## src/rtl/quad_decoder.sv

```systemverilog
// Quadrature A/B decoder: two-flop synchroniser, per-phase stability filter,
// x4 Gray-code step decode and a loadable, wrapping position counter.
module quad_decoder #(
  parameter int unsigned WIDTH = 8,
  parameter int unsigned FILT  = 2
) (
  input  logic             clk,
  input  logic             rst,
  input  logic             ch_a,
  input  logic             ch_b,
  input  logic             en,
  input  logic             load,
  input  logic [WIDTH-1:0] init,
  input  logic             err_clr,
  output logic [WIDTH-1:0] count,
  output logic             dir,
  output logic             step,
  output logic             err
);

  localparam int unsigned CW = (FILT > 1) ? $clog2(FILT) : 1;
  localparam int unsigned PW = $clog2(FILT + 2);

  logic [1:0]          s1_q, s2_q;
  logic [1:0]          filt_q, filt_d;
  logic [1:0]          prev_q, prev_d;
  logic [1:0][CW-1:0]  fcnt_q, fcnt_d;
  logic [PW-1:0]       pcnt_q, pcnt_d;
  logic                primed_q, primed_d;

  logic [WIDTH-1:0]    count_d;
  logic                dir_d, step_d, err_d;
  logic [1:0]          chg;
  logic                illegal, single, up;

  // Filter and priming; the first accepted level after reset is taken blindly.
  always_comb begin
    filt_d   = filt_q;
    prev_d   = filt_q;
    fcnt_d   = fcnt_q;
    pcnt_d   = pcnt_q;
    primed_d = primed_q;
    if (!primed_q) begin
      if (pcnt_q == PW'(FILT + 1)) begin
        filt_d   = s2_q;
        prev_d   = s2_q;
        primed_d = 1'b1;
        fcnt_d   = '0;
      end else begin
        pcnt_d = pcnt_q + PW'(1);
      end
    end else begin
      for (int i = 0; i < 2; i++) begin
        if (s2_q[i] == filt_q[i]) begin
          fcnt_d[i] = '0;
        end else if (fcnt_q[i] == CW'(FILT - 1)) begin
          filt_d[i] = s2_q[i];
          fcnt_d[i] = '0;
        end else begin
          fcnt_d[i] = fcnt_q[i] + CW'(1);
        end
      end
    end
  end

  // Decode the filt update seen on the previous edge, then update counter state.
  always_comb begin
    chg     = filt_q ^ prev_q;
    illegal = (chg == 2'b11);
    single  = (chg == 2'b01) || (chg == 2'b10);
    case ({prev_q, filt_q})
      4'b00_10, 4'b10_11, 4'b11_01, 4'b01_00: up = 1'b1;
      default:                                up = 1'b0;
    endcase

    count_d = count;
    dir_d   = dir;
    step_d  = 1'b0;
    err_d   = err;

    if (illegal) begin
      err_d = 1'b1;
    end else if (err_clr) begin
      err_d = 1'b0;
    end

    if (load) begin
      count_d = init;
    end else if (single && en) begin
      step_d  = 1'b1;
      dir_d   = up;
      count_d = up ? count + WIDTH'(1) : count - WIDTH'(1);
    end
  end

  always_ff @(posedge clk or negedge rst) begin
    if (!rst) begin
      s1_q     <= 2'b00;
      s2_q     <= 2'b00;
      filt_q   <= 2'b00;
      prev_q   <= 2'b00;
      fcnt_q   <= '0;
      pcnt_q   <= '0;
      primed_q <= 1'b0;
      count    <= '0;
      dir      <= 1'b0;
      step     <= 1'b0;
      err      <= 1'b0;
    end else begin
      s1_q     <= {ch_a, ch_b};
      s2_q     <= s1_q;
      filt_q   <= filt_d;
      prev_q   <= prev_d;
      fcnt_q   <= fcnt_d;
      pcnt_q   <= pcnt_d;
      primed_q <= primed_d;
      count    <= count_d;
      dir      <= dir_d;
      step     <= step_d;
      err      <= err_d;
    end
  end

endmodule

```

## config.mk

```make
export PLATFORM = sky130hd
export DESIGN_NAME = quad_decoder
export DESIGN_NICKNAME = d
export VERILOG_FILES = /design/src/rtl/quad_decoder.sv
export SDC_FILE = /design/constraint.sdc
export NUM_CORES = 1
export LEC_CHECK = 0
export BUFFER_PORTS_ARGS = -buffer_cell sky130_fd_sc_hd__buf_4
export CAP_MARGIN = 20
export CELL_PAD_IN_SITES_DETAIL_PLACEMENT = 1
export CELL_PAD_IN_SITES_GLOBAL_PLACEMENT = 1
export CORE_MARGIN = 5
export CORE_UTILIZATION = 37
export CTS_CLUSTER_DIAMETER = 60
export DETAILED_ROUTE_END_ITERATION = 12
export PLACE_DENSITY_LB_ADDON = 0.1
export SETUP_SLACK_MARGIN = 0.4
export SLEW_MARGIN = 20
export SYNTH_ARGS = -nofsm -noshare
export SYNTH_HDL_FRONTEND = slang
export SYNTH_SLANG_ARGS = --single-unit
export TNS_END_PERCENT = 50
```

## constraint.sdc

```tcl
create_clock -name clk -period 2.35 [get_ports clk]
set_input_delay 0 -clock clk [delete_from_list [all_inputs] [get_ports clk]]
set_output_delay 0 -clock clk [all_outputs]
set_load 0.02 [all_outputs]
```

; Word level (Yosys, flattened, before mapping)
; Index checks and enable logic that the tools add are counted.
; W data, S select, Z words.
[totals]
reg_bits = 24
latchBits = 0
mem_bits_rw = 0
romBits = 0
in_bits = 15
word_cells = 69
memories = 0
[classes]
n_addsub = 5
mul = 0
n_div = 0
n_lt_le_gt_ge = 0
eq_ne = 14
shifts = 0
muxes = 23
bitwise_logic = 4
reduce_logical = 10
[op_table]
columns = operator, n
row1 = $mux W8, 3
row2 = $mux W1, 15
row3 = $mux W2, 5
row4 = $add A8 B1 Y8 const B, 1
row5 = $eq A4 B4 Y1 const B, 2
row6 = $ne A2 B2 Y1 const B, 4
row7 = $reduce_and A2 Y1, 4
row8 = $sub A8 B1 Y8 const B, 1
row9 = $eq A2 B2 Y1 const B, 3
row10 = $reduce_bool A2 Y1, 3
row11 = $eq A4 B2 Y1 const B, 1
row12 = $eq A4 B3 Y1 const B, 1
row13 = $reduce_or A4 Y1, 1
row14 = $not A1 Y1, 3
row15 = $add A1 B1 Y1 const B, 2
row16 = $add A2 B1 Y2 const B, 1
row17 = $eq A1 B1 Y1, 2
row18 = $eq A2 B1 Y1 const B, 1
row19 = $xor A2 B2 Y2, 1
row20 = $logic_and A1 B1 Y1, 1
row21 = $logic_or A1 B1 Y1, 1

; Depth between registers and ports, before layout
[logic_depth]
ltp_word = 6
depth_mapped = 9
ltp_nobuf = 9

; Least setup slack after synthesis
; OpenSTA, ideal clock, no wires.
[synth_timing]
kind = register to register
start = register filt_q[0]
end = register count[7]
setup_ns = 0.129
arrival_ns = 2.101
t_required_ns = 2.221
path_slack_ns = 0.120
stages_incl_launch_ff = 10
period_less_slack_ns = 2.230
path_cell_list = dfrtp_1 -> xor2_1 -> nor2_1 -> inv_1 -> ha_1 -> nand3_1 -> a211oi_1 -> nor2_1 -> a31oi_1 -> nand3_1
[synth_via]
elab_chain_len = 6
[synth_rtl]
columns = item, line_no
row1 = from (decl), 25  ; logic [1:0] filt_q, filt_d;
row2 = from (signal assigned), 112  ; filt_q <= filt_d;
row3 = $eq A4 B2 Y1 (tied with other cells), 71  ; case ({prev_q, filt_q})
row4 = $reduce_or A4 Y1 *, 71
row5 = $mux W1 *, 71
row6 = net up, 34  ; logic illegal, single, up;
row7 = $mux W8 *, 92  ; count_d = up ? count + WIDTH'(1) : count - WIDTH'(1);
row8 = $mux W8 *, 89  ; end else if (single && en) begin
row9 = $mux W8 *, 87  ; if (load) begin
row10 = to (signal assigned), 117  ; count <= count_d;
row11 = to (decl), 15  ; output logic [WIDTH-1:0] count,
; The timed path passes the listed nets; every way through them passes the cells marked *. The select of a mux whose other input is x is not followed.
; A chain may end at the register's enable or synchronous reset.

; Worst setup path in the final report
[layout_timing]
start = register prev_q[0]
end = register count[6]
[layout_via]
elab_chain_len = 6
[layout_rtl]
columns = item, line_no
row1 = from (decl), 26  ; logic [1:0] prev_q, prev_d;
row2 = from (signal assigned), 113  ; prev_q <= prev_d;
row3 = $eq A4 B2 Y1 (tied with other cells), 71
row4 = $reduce_or A4 Y1 *, 71
row5 = $mux W1 *, 71
row6 = net up, 34
row7 = $mux W8 *, 92
row8 = $mux W8 *, 89
row9 = $mux W8 *, 87
; Marks and branches as above.

==> run summary <==
WP data arrival: 2320 ps
drt drc: 0
f_max: 0.4752 GHz
Startpoint Class: flop
slew margin rel.: 74.92%
critical path fanouts, max: 6
gr busiest metal: met2
setup slack, reg-to-reg: 250 ps
chip width: 69.42 µm
vias per inst: 5.122
GR Layer Usage met2: 26.06%
crit path cell chain: xnor2_4 -> nor2_4 -> inv_4 -> ha_4 -> nor2b_4 -> o31a_4 -> o21ai_2 -> a2111o_1 -> nand4_1
Worst Hold Class: in2async
largest net degree at the start of global routing: 25
Mapped Area: 1306 µm²
main combinational cell family by area after synthesis: compound AO/OA/AOI/OAI gates
status: finished, final reports clean
post-synthesis xor/xnor area fraction: 6.034%
Setup crit end kind: flop
Synth area leaders: dfrtp_1 46%, ha_1 7.7%, mux2_2 5.2%, a21oi_1 4.2%, xor2_1 3.4%
Ports: 26
Setup Skew: 5.793 ps
Seq/Total Area, Yosys: 45.98%
TritonCTS Buffers: 3
antenna-violating nets left: 0
RSZ-0062 raised after global routing: yes
TritonCTS clock tree: yes
wire per inst: 15.76 µm
async set-reset flop share out of synthesis: 100.0%
post-synthesis cell count: 127
Post-Syn Nets: 151
grt total ovfl: 0
Data required, critical path: 2570 ps
share of cells above drive strength 1: 37.71%
core footprint: 3390 µm²
critical path class: reg2reg
clock root cell: clkbuf_4
YS warnings: 0
chip height: 69.42 µm
P&R area growth vs syn: 47.13%
post-synthesis mux area share: 5.172%
Max Cap Viol: 0
Fillers: 359
global-route wire length before repair: 5.940 mm
Initial Util: 38.54%
All-Layer GR Usage: 15.39%
area of the multi-input gates: 792.0 µm²
Reg-to-Reg End: count[6]
Slew Limit Fails: 0
DRT Wirelength: 3.482 mm
input/output buffers: 25
post-synth top area cell: dfrtp_1
drt first-iter violations: 24
antenna cell count: 0
initial antenna violation count: 0
Hold Slack: 87.38 ps
area share of the largest cell type after synthesis: 45.98%
Worst Tran Pin Value: 374.8 ps
Worst Path Buf+Inv: 1
Avg Inst Size Synth: 10.29 µm²
Main synth FF type: dfrtp_1
clock slew at reported path FFs: 140 ps
Final GP Congestion: 0.8189
flops & latches, synth: 24
launching point of the worst reg2reg path: prev_q[0]
Netlist cell types: 35
non-filler instance count after layout: 221
TritonRoute pass-1 iters: 3
Final #Nets: 200
pre-CTS WS: 58.80 ps
Crit path largest cell delay: 480 ps
Register Area: 605.6 µm²
met1 Usage GRT: 18.74%
total negative slack: 0 ps
vias: 1,132
# H-tree levels: 1
final setup fails: 0
Post-Place Cells: 196
post-synthesis compound-gate area fraction: 16.67%
Worst-Skew Late Latency: 320 ps
Post-synth EDFFs: 0
Post-DP HPWL: 2.388 mm
num rows: 21
simple-gate share of the synthesized area: 13.89%
final cycle utilization of the critical path: 89.54%
R2R depth: 9
crit path time final: 2104 ps
vias in the first global route: 1,225
adder-cell share of the synthesized area: 9.195%
CP max-delay cell: dfrtp_2
clock sinks: 24
Setup crit start: prev_q[0]
CTS max path bufs: 2
Crit path max-delay family: compound AO/OA/AOI/OAI gates
grt met3 use: 3.768%
Final WS setup: 245.7 ps
Die Area: 4818 µm²
Hold Vio Cnt, Final: 0
## cells by family (layout without fill, tap and decap cells)
group           count (synthesis)  count (layout)
buf+inv                        10              58
xor+xnor                        9               9
compound gates                 34              34
mux                             6               6
simple gates                   35              35
fa+ha+maj                       9               9
flops                          24              24
## metrics by stage
step	area, µm²	utilization, %
2_1_floorplan	1369	-
3_3_place_gp	1608	47.43
3_5_place_dp	1608	47.43
4_1_cts	1902	56.11
5_1_grt	1922	56.70
6_report	1922	56.70
## synthesized netlist by cell type, drive strengths merged (2+ instances only)
library cell,count
buf,2
nand3,4
nand2,11
inv,7
a211oi,3
nor3,2
o21ai,8
xor2,5
a21oi,11
xnor2,4
nor2,8
mux2,6
ha,8
a21o,3
dfrtp,24
nor2b,4
## cell usage in the layout, fill, tap and decap left out, types with 2 or more instances in the layout
master,n
buf_4,34
dfrtp_1,20
dlygate4sd3_1,13
nand2_1,10
a21oi_1,9
nor2_1,7
inv_1,6
mux2_2,6
o21ai_0,5
ha_1,5
xor2_1,4
dfrtp_2,4
nor2b_1,3
xnor2_1,3
nand3_1,3
a21o_1,3
ha_4,3
clkbuf_4,3
o21ai_2,2
a21oi_2,2
nor3_1,2
## metal layers
metal	share of wire [%]	vias up
met5	0	-
met4	1.6	0
met3	4.7	6
met2	50	24
met1	44	554
li1	-	548
## flip-flops by register name, summed over array words and instances, names as in the netlist
register and count:
step 1, err 1, s1_q 2, s2_q 2, prev_q 2, count 8, dir 1, fcnt_q 2
pcnt_q 2, filt_q 2, primed_q 1
## worst reg2reg max path, stage by stage (launching register included)
cell      delay, ps
dfrtp_2         480
xnor2_4         160
nor2_4          170
inv_4            90
ha_4            240
nor2b_4         140
o31a_4          350
o21ai_2         150
a2111o_1        150
nand4_1          70
## layout make-up
| class | instances | share of cell area, % |
|---|---|---|
| Multi-Input combinational cell | 93 | 41.21 |
| Sequential cell | 24 | 31.51 |
| Timing Repair Buffer | 47 | 20.05 |
| Tap cell | 46 | 2.995 |
| Clock inverter | 1 | 1.563 |
| Inverter | 7 | 1.497 |
| Clock buffer | 3 | 1.172 |
## how the worst max path moves through the flow
stage / slack (ps) / endpoint / cells past startpoint
after floorplan: 310 / count[6] / 9
after CTS: 220 / count[6] / 9
final: 250 / count[6] / 9
after detailed placement: 60 / count[7] / 9
after global placement: 160 / count[7] / 9
after global routing: 160 / count[6] / 9
## what timing repair did
item                                    4_1_cts  5_1_grt
pin swaps                                    11        3
hold buffers                                 13        0
endpoints found under the setup margin        6        7
gates resized for setup                      10        6
endpoints found under the hold margin        35        0
buffers inserted                              8        0
gates cloned                                  0        0
Power is not shown: default switching activity piles up to over one toggle a cycle in this logic, so the estimate is an artifact.
